===== src/rtl/uart_rx_fifo_if.sv =====
// UART receive FIFO register-window bundle.
// Master is the MemoryUnit side, slave is the receiver.
interface uart_rx_fifo_if #(
  parameter int AW = 4
);
  logic        rd;
  logic        clr_err;
  logic [7:0]  q;
  logic        empty;
  logic [AW:0] count;
  logic        rx_interrupt;
  logic        overflow;
  logic        frame_err;

  modport master (
    output rd, clr_err,
    input  q, empty, count,
    input  rx_interrupt, overflow, frame_err
  );

  modport slave (
    input  rd, clr_err,
    output q, empty, count,
    output rx_interrupt, overflow, frame_err
  );
endinterface


===== src/rtl/uart_rx_fifo.sv =====
// 8N1 UART receiver feeding a show-ahead receive FIFO.
// Raises a one-cycle rx_interrupt for every byte enqueued.
module uart_rx_fifo #(
  parameter int CLKS_PER_BIT = 217,
  parameter int DEPTH        = 16,
  parameter int AW           = 4
) (
  input  logic           clk,
  input  logic           reset,
  input  logic           uart_in,
  uart_rx_fifo_if.slave  bus
);
  localparam int CW = $clog2(CLKS_PER_BIT);
  localparam logic [CW-1:0] FULL_LD = CW'(CLKS_PER_BIT - 1);
  localparam logic [CW-1:0] HALF_LD = CW'(CLKS_PER_BIT / 2 - 1);
  localparam logic [AW:0]   FULL_CNT = (AW+1)'(DEPTH);

  typedef enum logic [2:0] {
    IDLE, START, DATA, STOP, BRK
  } state_t;

  state_t        state, state_n;
  logic          rx_meta, rxs, rxs_prev;
  logic [CW-1:0] cnt;
  logic [2:0]    bitn;
  logic [7:0]    sh;
  logic          tick;
  logic          ld_half, ld_full, shift;
  logic          push_req, ferr_set;

  logic [7:0]    mem [DEPTH];
  logic [AW-1:0] wr_ptr, rd_ptr;
  logic [AW:0]   count_q, count_n;
  logic          empty_q;
  logic          push_ok, pop_ok;
  logic          irq_q, ovf_q, ferr_q;

  assign tick = (cnt == '0);

  always_ff @(posedge clk) begin
    if (reset) begin
      state    <= IDLE;
      rx_meta  <= 1'b1;
      rxs      <= 1'b1;
      rxs_prev <= 1'b1;
      cnt      <= '0;
      bitn     <= '0;
      sh       <= '0;
    end else begin
      state    <= state_n;
      rx_meta  <= uart_in;
      rxs      <= rx_meta;
      rxs_prev <= rxs;
      if (ld_half)
        cnt <= HALF_LD;
      else if (ld_full)
        cnt <= FULL_LD;
      else if (!tick)
        cnt <= cnt - 1'b1;
      if (state == START)
        bitn <= '0;
      else if (shift)
        bitn <= bitn + 1'b1;
      if (shift)
        sh <= {rxs, sh[7:1]};
    end
  end

  always_comb begin
    state_n  = state;
    ld_half  = 1'b0;
    ld_full  = 1'b0;
    shift    = 1'b0;
    push_req = 1'b0;
    ferr_set = 1'b0;
    unique case (state)
      IDLE:
        if (rxs_prev && !rxs) begin
          state_n = START;
          ld_half = 1'b1;
        end
      START:
        if (tick) begin
          if (rxs) begin
            state_n = IDLE;
          end else begin
            state_n = DATA;
            ld_full = 1'b1;
          end
        end
      DATA:
        if (tick) begin
          shift   = 1'b1;
          ld_full = 1'b1;
          if (bitn == 3'd7)
            state_n = STOP;
        end
      STOP:
        if (tick) begin
          push_req = rxs;
          ferr_set = !rxs;
          state_n  = rxs ? IDLE : BRK;
        end
      BRK:
        if (rxs)
          state_n = IDLE;
      default:
        state_n = IDLE;
    endcase
  end

  // A same-cycle rd never frees a slot for the incoming byte.
  assign push_ok = push_req && (count_q != FULL_CNT);
  assign pop_ok  = bus.rd && !empty_q;

  always_comb begin
    count_n = count_q;
    if (push_ok && !pop_ok)
      count_n = count_q + 1'b1;
    else if (!push_ok && pop_ok)
      count_n = count_q - 1'b1;
  end

  always_ff @(posedge clk) begin
    if (push_ok)
      mem[wr_ptr] <= sh;
  end

  always_ff @(posedge clk) begin
    if (reset) begin
      wr_ptr  <= '0;
      rd_ptr  <= '0;
      count_q <= '0;
      empty_q <= 1'b1;
      irq_q   <= 1'b0;
      ovf_q   <= 1'b0;
      ferr_q  <= 1'b0;
    end else begin
      if (push_ok)
        wr_ptr <= wr_ptr + 1'b1;
      if (pop_ok)
        rd_ptr <= rd_ptr + 1'b1;
      count_q <= count_n;
      empty_q <= (count_n == '0);
      irq_q   <= push_ok;
      if (push_req && !push_ok)
        ovf_q <= 1'b1;
      else if (bus.clr_err)
        ovf_q <= 1'b0;
      if (ferr_set)
        ferr_q <= 1'b1;
      else if (bus.clr_err)
        ferr_q <= 1'b0;
    end
  end

  assign bus.q            = mem[rd_ptr];
  assign bus.empty        = empty_q;
  assign bus.count        = count_q;
  assign bus.rx_interrupt = irq_q;
  assign bus.overflow     = ovf_q;
  assign bus.frame_err    = ferr_q;
endmodule


===== src/flat_wrapper.sv =====
// flat-port wrapper written by rule: the top's interface ports become plain ports
module uart_rx_fifo_flat 
#(
  parameter int CLKS_PER_BIT = 217,
  parameter int DEPTH        = 16,
  parameter int AW           = 4
)
  (clk, reset, uart_in, bus_rd, bus_clr_err, bus_q, bus_empty, bus_count, bus_rx_interrupt, bus_overflow, bus_frame_err);
  uart_rx_fifo_if #(.AW(AW)) bus_i ();
  input  logic clk;
  input  logic reset;
  input  logic uart_in;
  input wire logic [$bits(bus_i.rd)-1:0] bus_rd;
  input wire logic [$bits(bus_i.clr_err)-1:0] bus_clr_err;
  output wire logic [$bits(bus_i.q)-1:0] bus_q;
  output wire logic [$bits(bus_i.empty)-1:0] bus_empty;
  output wire logic [$bits(bus_i.count)-1:0] bus_count;
  output wire logic [$bits(bus_i.rx_interrupt)-1:0] bus_rx_interrupt;
  output wire logic [$bits(bus_i.overflow)-1:0] bus_overflow;
  output wire logic [$bits(bus_i.frame_err)-1:0] bus_frame_err;
  assign bus_i.rd = bus_rd;
  assign bus_i.clr_err = bus_clr_err;
  assign bus_q = bus_i.q;
  assign bus_empty = bus_i.empty;
  assign bus_count = bus_i.count;
  assign bus_rx_interrupt = bus_i.rx_interrupt;
  assign bus_overflow = bus_i.overflow;
  assign bus_frame_err = bus_i.frame_err;
  uart_rx_fifo #(.CLKS_PER_BIT(CLKS_PER_BIT), .DEPTH(DEPTH), .AW(AW)) u_core (.clk(clk), .reset(reset), .uart_in(uart_in), .bus(bus_i));
endmodule

===== config.mk =====
export PLATFORM = sky130hd
export DESIGN_NAME = uart_rx_fifo_flat
export DESIGN_NICKNAME = d
export VERILOG_FILES = /design/src/rtl/uart_rx_fifo_if.sv /design/src/rtl/uart_rx_fifo.sv /design/src/flat_wrapper.sv
export SDC_FILE = /design/constraint.sdc
export NUM_CORES = 1
export LEC_CHECK = 0
export CORE_AREA = 2 2 157 159
export DETAILED_ROUTE_END_ITERATION = 6
export DIE_AREA = 0 0 159 161
export SYNTH_ARGS = -nofsm -noshare
export SYNTH_HDL_FRONTEND = slang
export SYNTH_SLANG_ARGS = --single-unit

===== constraint.sdc =====
create_clock -name clk -period 2.45 [get_ports clk]
set_input_delay 0.245 -clock clk [delete_from_list [all_inputs] [get_ports clk]]
set_output_delay 0.245 -clock clk [all_outputs]
set_load 0.03 [all_outputs]

==> impl_metrics.tcl <==
set metrics [dict create \
    status "complete, no violations" \
    timing.slew.headroom 0.566 \
    post_cts_buffers 0 \
    root_buffer "clkbuf_16" \
    timing.final.hold_violations 0 \
    area_growth_pct 21.4 \
    finalNetCount 513 \
    endpoint_kind "output port" \
    dieArea_mm2 0.0256 \
    clock_path_buffers 2 \
    synth_top_area_frac 0.545 \
    cap_violations 0 \
    die_width_um 159 \
    yosys.area_share.simple 0.0868 \
    crit_fanout 5 \
    drtPass1Iterations 4 \
    synth_edf_count 128 \
    clock_latency_ns 0.42 \
    drtAntennaViolNets 0 \
    grt_pass1_vias 4028 \
    synth_top_cell_by_area "edfxtp_1" \
    leakage_nw 2.89 \
    gr-total-overflow 0 \
    ys_seq_area_frac 0.676 \
    multi_input_area_mm2 0.00219 \
    synth_area_mm2 0.00705 \
    viasPerCell 4.62 \
    ioPinCount 22 \
    critPathKind "register to output port" \
    grt_pass1_wl_mm 22.5 \
    wl_mm 13.9 \
    cp.required_ns 2.20 \
    yosys.cell_count.top_type "edfxtp_1" \
    start_util 0.294 \
    post_route_cells_drive_above_1_share 0.265 \
    portBuffers 21 \
    synth_fa_ha_area_frac 0.0213 \
    path_clk_slew_ns 0.07 \
    antenna_cells 0 \
    fp.coreArea_mm2 0.0240 \
    row_count 57 \
    seq_area_mm2 0.00477 \
    maxSlewViolCount 0 \
    synth.distinct_cells 46 \
    grt_max_degree 33 \
    tightest_slew_ns 0.650 \
    h-tree-depth 4 \
    skew_ns 0.0118 \
    num-fill-cells 2251 \
    cp.arrival_ns 2.17 \
    async_flop_share 0 \
    hold-worst-slack_ns 0.377 \
    syn_inst 443 \
    synth.area.mux_share 0.154 \
    vias 3846 \
    synthTopCellsByCount "edfxtp_1 (128), nor2_1 (53), dfxtp_1 (46)" \
    synth_top_cells_by_area "edfxtp_1 (55%), dfxtp_1 (13%), mux4_2 (13%)" \
    cts_tree "yes" \
    rsz0062_at_grt "true" \
    placedCellCount 801 \
    cts_buffers 17 \
    grt.total_usage 0.115 \
    clock_sinks 174 \
    stdcell_count 833 \
    yosysWarnings 0 \
    place.gp.congestion 0.764 \
    synth_compound_area_frac 0.0309 \
    peakVddDrop_v 0.000472 \
    dp_hpwl_mm 9.27 \
    start_kind "register" \
    setup_violations 0 \
    post_cts_resize_count 44 \
    synth_top_family_by_area "multiplexers" \
    avgSynthCellArea_um2 15.9 \
    hp-class "input port to register" \
    cts_hold_buf 0 \
    wire_per_inst_um 16.7 \
    fin_crit_sh 0.984 \
    synth_xor_area_frac 0.0112 \
    power_density_mw_per_mm2 893 \
    antenna_found_initial 0 \
    die_h_um 161 \
    drtIter0Drc 323 \
    finalCriticalPeriod_ns 2.41 \
    synth_nets 460 \
    synth-seq-cells 174 \
    max_freq_mhz 415 \
    drc_errors 0 \
    ys.flop_type "edfxtp_1" \
]
placed cells by master, fill, tap and decap left out, types with 4 or more instances in the layout:
| master | synthesis | routed |
|---|---|---|
| o21ai_0 | 5 | 5 |
| nand4_1 | 5 | 5 |
| clkdlybuf4s50_1 | 0 | 13 |
| dfxtp_1 | 46 | 45 |
| nor3_1 | 9 | 5 |
| nand3_1 | 5 | 5 |
| buf_2 | 6 | 6 |
| mux2i_1 | 15 | 15 |
| clkbuf_16 | 0 | 17 |
| xnor2_1 | 4 | 4 |
| nor2b_1 | 7 | 7 |
| mux4_2 | 40 | 40 |
| nand2_1 | 21 | 21 |
| buf_12 | 0 | 9 |
| inv_1 | 9 | 9 |
| edfxtp_1 | 128 | 128 |
| a21oi_1 | 14 | 14 |
| inv_8 | 0 | 5 |
| xor2_1 | 5 | 5 |
| nor2_1 | 53 | 50 |
| buf_4 | 0 | 28 |
| ha_1 | 12 | 12 |
path summary, 6_finish.rpt:
| kind | from | end | slack (ns) | cells past startpoint |
|---|---|---|---|---|
| setup / recovery | register | bus_q[1] | 0.04 | 4 |
| hold reg to reg | u_core.rx_meta | u_core.rxs | 0.41 | 1 |
| hold / removal | uart_in | u_core.rx_meta | 0.38 | 2 |
| setup reg to reg | u_core.bus.count[0] | u_core.bus.empty | 0.19 | 8 |
flip-flops by register name (all words and copies together) (netlist names), 3 cells and up, named ones only:
name	flops
u_core.bitn	3
u_core.rd_ptr	4
u_core.state	3
u_core.mem	128
u_core.sh	8
u_core.cnt	8
u_core.wr_ptr	4
u_core.bus.count	5
layer usage:
metal | GRT usage | vias to the layer above | wire length [um]
met5 | 0 | - | 0
met4 | 0.0335 | 0 | 127
met3 | 0.0324 | 10 | 554
met2 | 0.196 | 74 | 7000
met1 | 0.143 | 1960 | 6190
li1 | - | 1802 | -
area by class of cell:
cell class	instances	area share
flip-flops and latches	174	0.557
multi-input cells	236	0.255
repair buffers	58	0.0669
clock buffers	17	0.0497
well taps	324	0.0474
clock inverters	15	0.0196
inverters	9	0.00395
cells by family (layout without fill, tap and decap cells):
| group | count (synthesis) | in the layout |
|---|---|---|
| AND/OR/NAND/NOR | 123 | 123 |
| flip-flops | 174 | 174 |
| AO/OA/AOI/OAI | 34 | 34 |
| adder cells (fa/ha/maj) | 12 | 12 |
| multiplexers | 58 | 58 |
| buffers and inverters | 33 | 99 |
| XOR/XNOR | 9 | 9 |
per-stage QoR:
step | cell area, um^2 | power [mW] | utilization | setup TNS, ns | setup WS, ns
2_1_floorplan | 7090 | 4.53 | - | -8.24 | -0.109
6_report | 8560 | 7.64 | 0.357 | 0 | 0.0397
3_5_place_dp | 7990 | 5.04 | 0.334 | -0.00655 | -0.00655
5_1_grt | 8560 | 7.99 | 0.357 | -0.308 | -0.0539
4_1_cts | 8560 | 7.71 | 0.357 | 0 | 0.0000118
3_3_place_gp | 7990 | 4.98 | 0.334 | 0 | 0.00984
report_power, final:
part / internal (mW) / switching [mW]
registers: 3.24 / 0.132
logic: 0.796 / 0.809
clock network: 1.45 / 1.22
critical path, stage by stage, from the launching register on:
cell	delay, ns
dfxtp_4	0.38
buf_4	0.17
mux4_2	0.53
mux4_2	0.48
buf_2	0.19
Note: power is estimated with default switching activity, not from simulation.
